**src/rtl/arbitro_mult_pkg.sv**
```systemverilog
// Shared definitions for the multiplier arbiter: default sizing and FSM encoding.
// Latency: n/a (types and constants only).
// Backpressure: n/a.
package arbitro_mult_pkg;

  localparam int DEF_NUM_BITS = 3;
  localparam int DEF_NUM_REQ  = 4;
  localparam int DEF_TIMEOUT  = 64;

  typedef enum logic [2:0] {
    ST_IDLE  = 3'd0,
    ST_GRANT = 3'd1,
    ST_START = 3'd2,
    ST_WAIT  = 3'd3,
    ST_RESP  = 3'd4
  } state_t;

  // Index width for n requesters, never below one bit.
  function automatic int idx_width(input int n);
    return (n > 1) ? $clog2(n) : 1;
  endfunction

endpackage

```
**src/rtl/arbitro_mult_if.sv**
```systemverilog
// Start/Fin handshake bus between the arbiter and the shared Booth multiplier.
// Latency: n/a (wires only).
// Backpressure: none; m_fin is a level the arbiter edge-detects.
// Ports: m_multiplicando/m_multiplicador operands, m_start one-cycle pulse,
//        m_resultado 2*NUM_BITS product, m_fin completion level.
interface arbitro_mult_if
  import arbitro_mult_pkg::*;
#(
  parameter int NUM_BITS = DEF_NUM_BITS
);

  logic [NUM_BITS-1:0]   m_multiplicando;
  logic [NUM_BITS-1:0]   m_multiplicador;
  logic                  m_start;
  logic [2*NUM_BITS-1:0] m_resultado;
  logic                  m_fin;

  // Arbiter side drives operands and start.
  modport master (
    output m_multiplicando, m_multiplicador, m_start,
    input  m_resultado, m_fin
  );

  // Multiplier side returns product and fin.
  modport slave (
    input  m_multiplicando, m_multiplicador, m_start,
    output m_resultado, m_fin
  );

endinterface

```
**src/rtl/arbitro_mult_rr_prioridad.sv**
```systemverilog
// Combinational round-robin picker: first set req bit at or above ptr, wrapping.
// Latency: 0 cycles (pure combinational).
// Backpressure: none; found=0 when no request is pending.
// Ports: req (requests), ptr (search start), found (any request), idx (winner).
module rr_prioridad
  import arbitro_mult_pkg::*;
#(
  parameter int NUM_REQ = DEF_NUM_REQ,
  parameter int IDX_W   = idx_width(DEF_NUM_REQ)
) (
  input  logic [NUM_REQ-1:0] req,
  input  logic [IDX_W-1:0]   ptr,
  output logic               found,
  output logic [IDX_W-1:0]   idx
);

  int               pos;
  logic [IDX_W-1:0] cand;

  // Walk offsets from farthest to nearest so the nearest hit to ptr wins last.
  always_comb begin
    found = 1'b0;
    idx   = '0;
    pos   = 0;
    cand  = '0;
    for (int k = NUM_REQ - 1; k >= 0; k--) begin
      pos = int'(ptr) + k;
      if (pos >= NUM_REQ) pos = pos - NUM_REQ;
      cand = IDX_W'(pos);
      if (req[cand]) begin
        found = 1'b1;
        idx   = cand;
      end
    end
  end

endmodule

```
**src/rtl/arbitro_mult.sv**
```systemverilog
// Round-robin arbiter sharing one start/Fin multiplier among NUM_REQ requesters.
// Latency: req->grant 1 cycle, ->m_start 2 cycles, done 1 cycle after Fin rise.
// Backpressure: one operation in flight; other requests wait at level in req.
// Ports: clk/reset; req, op_a, op_b from requesters; grant, done, resultado_out,
//        err to requesters; mul is the master side of the multiplier bus.
module arbitro_mult
  import arbitro_mult_pkg::*;
#(
  parameter int NUM_BITS = DEF_NUM_BITS,
  parameter int NUM_REQ  = DEF_NUM_REQ,
  parameter int TIMEOUT  = DEF_TIMEOUT
) (
  input  logic                       clk,
  input  logic                       reset,
  input  logic [NUM_REQ-1:0]         req,
  input  logic [NUM_REQ*NUM_BITS-1:0] op_a,
  input  logic [NUM_REQ*NUM_BITS-1:0] op_b,
  output logic [NUM_REQ-1:0]         grant,
  output logic [NUM_REQ-1:0]         done,
  output logic [2*NUM_BITS-1:0]      resultado_out,
  output logic                       err,
  arbitro_mult_if.master             mul
);

  localparam int IDX_W = idx_width(NUM_REQ);
  localparam int WD_W  = $clog2(TIMEOUT + 1);

  state_t                state;
  logic [IDX_W-1:0]      ptr;
  logic [IDX_W-1:0]      idx_q;
  logic [NUM_BITS-1:0]   mcand_q;
  logic [NUM_BITS-1:0]   mplier_q;
  logic                  start_q;
  logic                  fin_q;
  logic [WD_W-1:0]       watchdog;
  logic                  pick_found;
  logic [IDX_W-1:0]      pick_idx;

  rr_prioridad #(
    .NUM_REQ (NUM_REQ),
    .IDX_W   (IDX_W)
  ) u_rr (
    .req   (req),
    .ptr   (ptr),
    .found (pick_found),
    .idx   (pick_idx)
  );

  assign mul.m_multiplicando = mcand_q;
  assign mul.m_multiplicador = mplier_q;
  assign mul.m_start         = start_q;

  always_ff @(posedge clk) begin
    if (reset) begin
      state         <= ST_IDLE;
      ptr           <= '0;
      idx_q         <= '0;
      grant         <= '0;
      done          <= '0;
      err           <= 1'b0;
      start_q       <= 1'b0;
      mcand_q       <= '0;
      mplier_q      <= '0;
      resultado_out <= '0;
      watchdog      <= '0;
      fin_q         <= 1'b0;
    end else begin
      case (state)
        ST_IDLE: begin
          if (pick_found) begin
            idx_q    <= pick_idx;
            mcand_q  <= op_a[pick_idx*NUM_BITS +: NUM_BITS];
            mplier_q <= op_b[pick_idx*NUM_BITS +: NUM_BITS];
            // Registered so grant is visible during GRANT and held to RESP.
            grant    <= NUM_REQ'(1) << pick_idx;
            state    <= ST_GRANT;
          end
        end
        ST_GRANT: begin
          ptr     <= (idx_q == IDX_W'(NUM_REQ - 1)) ? '0 : idx_q + 1'b1;
          start_q <= 1'b1;
          state   <= ST_START;
        end
        ST_START: begin
          start_q  <= 1'b0;
          watchdog <= '0;
          // Seed the edge detector so a Fin left high from the last job is not a completion.
          fin_q    <= mul.m_fin;
          state    <= ST_WAIT;
        end
        ST_WAIT: begin
          fin_q    <= mul.m_fin;
          watchdog <= watchdog + 1'b1;
          if (mul.m_fin && !fin_q) begin
            resultado_out <= mul.m_resultado;
            done          <= grant;
            state         <= ST_RESP;
          end else if (watchdog == WD_W'(TIMEOUT - 1)) begin
            resultado_out <= '0;
            err           <= 1'b1;
            done          <= grant;
            state         <= ST_RESP;
          end
        end
        ST_RESP: begin
          grant <= '0;
          done  <= '0;
          err   <= 1'b0;
          state <= ST_IDLE;
        end
        default: state <= ST_IDLE;
      endcase
    end
  end

endmodule

```
**src/flat_wrapper.sv**
```systemverilog
// flat-port wrapper written by rule: the top's interface ports become plain ports
module arbitro_mult_flat import arbitro_mult_pkg::*;
#(
  parameter int NUM_BITS = DEF_NUM_BITS,
  parameter int NUM_REQ  = DEF_NUM_REQ,
  parameter int TIMEOUT  = DEF_TIMEOUT
)
  (clk, reset, req, op_a, op_b, grant, done, resultado_out, err, mul_m_multiplicando, mul_m_multiplicador, mul_m_start, mul_m_resultado, mul_m_fin);
  arbitro_mult_if #(.NUM_BITS(NUM_BITS)) mul_i ();
  input  logic clk;
  input  logic reset;
  input  logic [NUM_REQ-1:0] req;
  input  logic [NUM_REQ*NUM_BITS-1:0] op_a;
  input  logic [NUM_REQ*NUM_BITS-1:0] op_b;
  output logic [NUM_REQ-1:0] grant;
  output logic [NUM_REQ-1:0] done;
  output logic [2*NUM_BITS-1:0] resultado_out;
  output logic err;
  output wire logic [$bits(mul_i.m_multiplicando)-1:0] mul_m_multiplicando;
  output wire logic [$bits(mul_i.m_multiplicador)-1:0] mul_m_multiplicador;
  output wire logic [$bits(mul_i.m_start)-1:0] mul_m_start;
  input wire logic [$bits(mul_i.m_resultado)-1:0] mul_m_resultado;
  input wire logic [$bits(mul_i.m_fin)-1:0] mul_m_fin;
  assign mul_m_multiplicando = mul_i.m_multiplicando;
  assign mul_m_multiplicador = mul_i.m_multiplicador;
  assign mul_m_start = mul_i.m_start;
  assign mul_i.m_resultado = mul_m_resultado;
  assign mul_i.m_fin = mul_m_fin;
  arbitro_mult #(.NUM_BITS(NUM_BITS), .NUM_REQ(NUM_REQ), .TIMEOUT(TIMEOUT)) u_core (.clk(clk), .reset(reset), .req(req), .op_a(op_a), .op_b(op_b), .grant(grant), .done(done), .resultado_out(resultado_out), .err(err), .mul(mul_i));
endmodule
```
**config.mk**
```make
export PLATFORM = sky130hd
export DESIGN_NAME = arbitro_mult_flat
export DESIGN_NICKNAME = d
export VERILOG_FILES = /design/src/rtl/arbitro_mult_pkg.sv /design/src/rtl/arbitro_mult_if.sv /design/src/rtl/arbitro_mult_rr_prioridad.sv /design/src/rtl/arbitro_mult.sv /design/src/flat_wrapper.sv
export SDC_FILE = /design/constraint.sdc
export NUM_CORES = 1
export LEC_CHECK = 0
export CAP_MARGIN = 20
export CORE_MARGIN = 2
export CORE_UTILIZATION = 40
export DETAILED_ROUTE_END_ITERATION = 7
export PLACE_DENSITY = 0.79
export SLEW_MARGIN = 20
export SYNTH_ARGS = -nofsm -noshare
export SYNTH_HDL_FRONTEND = slang
export SYNTH_HIERARCHICAL = 1
export SYNTH_SLANG_ARGS = --single-unit
```
**constraint.sdc**
```tcl
create_clock -name clk -period 1.8 [get_ports clk]
set_input_delay 0.36 -clock clk [delete_from_list [all_inputs] [get_ports clk]]
set_output_delay 0.36 -clock clk [all_outputs]
set_load 0.005 [all_outputs]
```
* Word level (Yosys, flattened, before mapping) *
Index checks and enable logic that the tools add are counted.

word-level totals
  word-level logic and storage cells = 95
  bits of input ports = 37
  output and inout port bits = 22
  register bits = 37

operators by class
  eq/ne operators = 10
  reductions and logical operators = 15
  add/sub/neg operators = 9
  $lt $le $gt $ge = 8
  shifts and indexed selects = 3
  $mul = 1
  multiplexer cells = 37

operators with widths
  kind                                                                      number
  12-bit by 5-bit variable part select with 3-bit output                    2
  2-bit two-way mux                                                         9
  4-bit one-hot mux with 2 select lines                                     2
  7-bit one-hot mux with 2 select lines                                     1
  2-bit by 3-bit < comparator with 1-bit output (second input constant)     4
  4-bit two-way mux                                                         3
  6-bit two-way mux                                                         2
  3-bit one-hot mux with 4 select lines                                     1
  1-bit two-way mux                                                         10
  2-bit AND reduction                                                       5
  2-bit nonzero test                                                        5
  3-bit greater-or-equal comparator (second input constant)                 3
  3-bit two-way mux                                                         3
  1-bit binary-select mux with 2-bit select                                 4
  2-bit by 1-bit subtractor with 2-bit output (second input constant)       4
  7-bit by 1-bit adder with 7-bit output (second input constant)            1
  7-bit by 6-bit equality test with 1-bit output (second input constant)    1
  2-bit by 2-bit adder with 3-bit output (second input constant)            2
  3-bit by 2-bit equality test with 1-bit output (second input constant)    2
  2-bit by 2-bit multiplier with 4-bit output (second input constant)       1
  2-bit by 1-bit inequality test with 1-bit output (second input constant)  2
  1-bit one-hot mux with 2 select lines                                     2
  1-bit by 2-bit << shifter with 4-bit output (first input constant)        1
  2-bit by 1-bit adder with 3-bit output (second input constant)            1
  12 further kinds                                                          12

* Depth between registers and ports, before layout *
  depth after elaboration = 12
  depth in mapped cells = 7
  depth with buffers taken out = 6

* Modules after synthesis *
The synthesis kept the hierarchy.

modules (own cells, without submodules)
  module        seq. area each (um^2)  area each (um^2)  times used  cells each
  arbitro_mult  740.7                  1616.6            1           183
  rr_prioridad  0.0                    77.6              1           13

* Worst setup path before layout *
Ideal clock, no wire load.

  path type = flip-flop to flip-flop
  from = register u_core.ptr[1]
  to = register u_core.mcand_q[2], in the netlist u_core/mul.m_multiplicando[2]
  path buffers = 1
  arrival time = 1.648 ns
  setup time = 0.136 ns
  slack = 0.015 ns
  stages on the path, launching flop included = 8
  data required time = 1.664 ns
  path through = dfxtp_1 > nand2b_1 > a21oi_1 > a211oi_2 > buf_2 > mux4_2 > nand2_1 > a21oi_1

between the ends
  word-level cells in the longest chain between the ends = 11
  elaborated cells between the ends (all ways) = 34
  those cells by class = add/sub: 7; mul: 1; order compare: 4; shift: 1; mux: 20; reduce/logical: 1

RTL lines
  element                                                                                           line                             RTL
  start, declared                                                                                   arbitro_mult.sv:29               logic [IDX_W-1:0] ptr;
  start signal, assigned                                                                            arbitro_mult.sv:80               ptr <= (idx_q == IDX_W'(NUM_REQ - 1)) ? '0 : idx_q + 1'b1;
  2-bit by 2-bit adder with 3-bit output                                                            arbitro_mult_rr_prioridad.sv:27  pos = int'(ptr) + k;
  3-bit greater-or-equal comparator or 2-bit by 1-bit subtractor with 2-bit output (tied branches)  arbitro_mult_rr_prioridad.sv:28  if (pos >= NUM_REQ) pos = pos - NUM_REQ;
  2-bit two-way mux                                                                                 arbitro_mult_rr_prioridad.sv:28
  1-bit binary-select mux with 2-bit select                                                         arbitro_mult_rr_prioridad.sv:30  if (req[cand]) begin
  1-bit two-way mux (implied by the code)                                                           arbitro_mult_rr_prioridad.sv:30
  2-bit two-way mux (3 in series)                                                                   arbitro_mult_rr_prioridad.sv:30
  2-bit two-way mux *                                                                               arbitro_mult_rr_prioridad.sv:30
  via u_core.pick_idx[0]                                                                            arbitro_mult.sv:37               logic [IDX_W-1:0] pick_idx;
  2-bit by 2-bit multiplier with 4-bit output *                                                     arbitro_mult.sv:72               mcand_q <= op_a[pick_idx*NUM_BITS +: NUM_BITS];
  12-bit by 5-bit variable part select with 3-bit output *                                          arbitro_mult.sv:72
  end signal, assigned                                                                              arbitro_mult.sv:72
  end, declared                                                                                     arbitro_mult.sv:31               logic [NUM_BITS-1:0] mcand_q;

The timed path passes the listed nets; every way through them passes the cells marked *. The select of a mux whose other input is x is not followed.
A chain may end at the register's enable or synchronous reset.

* Worst setup path after layout *
  from = register u_core.ptr[1]
  to = register u_core.mplier_q[0], in the netlist u_core/mul.m_multiplicador[0]

between the ends
  word-level cells in the longest chain between the ends = 11
  elaborated cells between the ends (all ways) = 34
  those cells by class = add/sub: 7; mul: 1; order compare: 4; shift: 1; mux: 20; reduce/logical: 1

RTL lines
  element                                                                                           line                             RTL
  2-bit by 2-bit adder with 3-bit output                                                            arbitro_mult_rr_prioridad.sv:27
  3-bit greater-or-equal comparator or 2-bit by 1-bit subtractor with 2-bit output (tied branches)  arbitro_mult_rr_prioridad.sv:28
  2-bit two-way mux                                                                                 arbitro_mult_rr_prioridad.sv:28
  1-bit binary-select mux with 2-bit select                                                         arbitro_mult_rr_prioridad.sv:30
  1-bit two-way mux (implied by the code)                                                           arbitro_mult_rr_prioridad.sv:30
  2-bit two-way mux (3 in series)                                                                   arbitro_mult_rr_prioridad.sv:30
  2-bit two-way mux *                                                                               arbitro_mult_rr_prioridad.sv:30
  via u_core.pick_idx[0]                                                                            arbitro_mult.sv:37
  2-bit by 2-bit multiplier with 4-bit output *                                                     arbitro_mult.sv:73               mplier_q <= op_b[pick_idx*NUM_BITS +: NUM_BITS];
  12-bit by 5-bit variable part select with 3-bit output *                                          arbitro_mult.sv:73
  end signal, assigned                                                                              arbitro_mult.sv:73
  end, declared                                                                                     arbitro_mult.sv:32               logic [NUM_BITS-1:0] mplier_q;

Marks and branches as above.

==> impl_metrics.ini <==
[logic_synthesis]
synth_xor_area_frac = 0
ys_warn_count = 6
synth_top_area_share = 0.437
synth_top_family_by_area = simple AND/OR/NAND/NOR gates
synthesis.area_um2 = 1690
synth_area_leaders = dfxtp_1 44%, a21oi_1 9.2%, nand2_1 9.1%
syn-num-nets = 235
synth.ff_latch_count = 37
synth_compound_area_frac = 0.175
synth-adder-area-share = 0.0148
syn_inst = 196
yosysSeqAreaShare = 0.437
synth-simple-area-share = 0.256
synth.distinct_cells = 31
yosys.area.top_type = dfxtp_1
synthMuxAreaShare = 0.0916
synth.avg_cell_area_um2 = 8.64

[grt]
grt_pass1_vias = 1567
grt_max_degree = 29
antenna_found_initial = 0
gr-total-overflow = 0
grt_usage = 0.175
grt_pass1_wl_um = 6870

[power]
p_leak_nw = 0.945
swShare = 0.247
seqPwrFrac = 0.435
irDropWorstVdd_v = 0.000448
clkPwrFrac = 0.359
p_total_mw = 2.08
comb_power_share = 0.206
internal-power_mw = 1.56
p_per_area_nw_per_um2 = 813
p_sw_mw = 0.513

[detailed_routing]
wl_um = 3880
wl_per_cell_um = 12.3
antenna_left = 0
drt_iter0_drc = 84
vias_per_cell = 5.14
drc_errors = 0
vias = 1624
firstDrtPassIters = 4

[run]
maxCapViolCount = 0

[cts]
cts_tree = yes
cts_root_buffer = clkbuf_8
cts_htree_levels = 2
numCtsBuffers = 5
cts_hold_buffers = 0
clkTransAtPathRegs_ns = 0.07
clkLatencyLatePin_ns = 0.29
cts.sink_count = 37
cts_max_path_buffers = 2

[sta]
fin_skew_ns = 0.00974
rsz0062_at_grt = no
worst_pin_slew_ns = 0.530
slew_headroom = 0.644
hold_viol = 0
fin_crit_sh = 0.954
finalSetupViolCount = 0
slew_viol_final = 0
min_period_ns = 1.72
fmax_mhz = 582

[finish]
fill_cells = 358
final_core_util = 0.634
drive_gt1_frac = 0.154
num_antenna_cells = 0
nNetsFinal = 304
seqCellArea_um2 = 744
finalInstanceArea_um2 = 2560
multi_input_area_um2 = 940
syn2layout_area_growth_pct = 50.9

[worst_hold_path]
hold_class = reg -> reg

[outcome]
outcome = complete, no violations

[floorplanning]
core.rowCount = 23
die_area_um2 = 4770
io_pins = 59
initial_core_util = 0.420
fp.dieW_um = 69.1
die_h_um = 69.1
core_area_um2 = 4030

[critical_path]
critPathLaunchType = register
critPathRequiredTime_ns = 1.96
crit_path_end_kind = register
critical_path_peak_fanout = 7
crit_arrival_ns = 1.88
worstSetupPathType = reg -> reg

[placement]
dp.final_hpwl_um = 2880
gp_congestion = 0.745
dpl_cell_area_um2 = 2400
portBuffers = 58
## cell usage in the layout, fill, tap and decap left out, drive strengths merged, types with 5 or more instances in the layout
| master | count |
|---|---|
| clkdlybuf4s50 | 55 |
| mux4 | 6 |
| nor2 | 16 |
| dfxtp | 37 |
| nand3 | 5 |
| a21oi | 31 |
| buf | 14 |
| clkbuf | 6 |
| nor3 | 5 |
| o21ai | 11 |
| nand2 | 41 |
## worst max-delay path: stages, from the launching register on
cell      delay (ns)
dfxtp_4         0.38
nand2b_4        0.13
a21oi_2         0.06
a211oi_2        0.22
buf_6           0.17
mux4_2          0.51
nand2_2         0.07
a21oi_2         0.05
## metrics by stage
step	cells	hold slack, ns	TNS [ns]	worst slack (ns)
floorplan	196	0.440	0	0.0154
global placement	307	0.441	-2.62	-0.353
detailed placement	307	0.450	-2.96	-0.399
CTS	315	0.459	0	0.0218
global route	316	0.476	0	0.00107
finish	316	0.460	0	0.0832
## final cells by class
cell class	count	share of cell area
Tap cell	50	0.0245
Clock buffer	6	0.0323
Sequential cell	37	0.291
Clock inverter	2	0.0147
Timing Repair Buffer	72	0.270
Multi-Input combinational cell	149	0.368
## path summary, 6_finish.rpt
| path | start | end | slack (ns) | depth (start not counted) |
|---|---|---|---|---|
| worst max-delay path | u_core/ptr[1]$_SDFFE_PP0P_ | u_core/mul.m_multiplicador[0]$_SDFFE_PP0P_ | 0.08 | 7 |
| worst min-delay path | u_core/mul.m_multiplicando[2]$_SDFFE_PP0P_ | u_core/mul.m_multiplicando[2]$_SDFFE_PP0P_ | 0.46 | 2 |
| worst max register to register | u_core/ptr[1]$_SDFFE_PP0P_ | u_core/mul.m_multiplicador[0]$_SDFFE_PP0P_ | 0.08 | 7 |
| worst min register to register | u_core/mul.m_multiplicando[2]$_SDFFE_PP0P_ | u_core/mul.m_multiplicando[2]$_SDFFE_PP0P_ | 0.46 | 2 |
## cell usage after synthesis
| cell | count |
|---|---|
| a211oi_1 | 1 |
| a211oi_2 | 1 |
| a21o_1 | 1 |
| a21oi_1 | 31 |
| a22o_1 | 4 |
| and2_1 | 2 |
| buf_2 | 4 |
| clkbuf_1 | 6 |
| dfxtp_1 | 37 |
| ha_1 | 2 |
| mux2i_1 | 2 |
| mux4_2 | 6 |
| nand2_1 | 41 |
| nand2b_1 | 4 |
| nand3_1 | 4 |
| nand3_2 | 1 |
| nand3b_1 | 3 |
| nand3b_4 | 1 |
| nor2_1 | 16 |
| nor2b_1 | 2 |
| nor3_1 | 4 |
| nor3_4 | 1 |
| nor3b_1 | 2 |
| nor4_1 | 2 |
| nor4_2 | 1 |
| nor4b_1 | 1 |
| o211ai_1 | 1 |
| o21a_1 | 1 |
| o21ai_0 | 11 |
| o31a_1 | 1 |
| or3_1 | 2 |
## per-layer routing
| metal | track usage | vias to the layer above | part of all wire |
|---|---|---|---|
| li1 | - | 832 | - |
| met1 | 0.202 | 747 | 0.43 |
| met2 | 0.296 | 41 | 0.49 |
| met3 | 0.0673 | 4 | 0.066 |
| met4 | 0.0588 | 0 | 0.010 |
| met5 | 0 | - | 0 |
## logic make-up after synthesis
| logic type | Yosys count |
|---|---|
| simple gates | 87 |
| compound gates | 52 |
| flops | 37 |
| buf+inv | 10 |
| mux | 8 |
| fa+ha+maj | 2 |
## sequential cells by signal, indices dropped and copies added, names as in the netlist
name / cells
u_core/watchdog: 7
u_core/resultado_out: 6
u_core/done: 4
u_core/grant: 4
u_core/mul.m_multiplicador: 3
u_core/mul.m_multiplicando: 3
u_core/state: 3
u_core/idx_q: 2
u_core/ptr: 2
u_core/err: 1
u_core/fin_q: 1
u_core/mul.m_start: 1
## power by group through the flow
stage | logic (mW) | registers (mW) | clock network, mW
after floorplan | 0.210 | 0.913 | 0
after global placement | 0.407 | 0.922 | 0
after detailed placement | 0.414 | 0.923 | 0
after CTS | 0.418 | 0.904 | 0.763
after global routing | 0.473 | 0.912 | 0.817
final | 0.427 | 0.904 | 0.747
## repair_timing
action,in CTS,in global routing
gates resized for setup,3,9
endpoints found under the setup margin,6,7
pin swaps,1,4
setup buffers,0,1
Note: power is estimated with default switching activity, not from simulation.
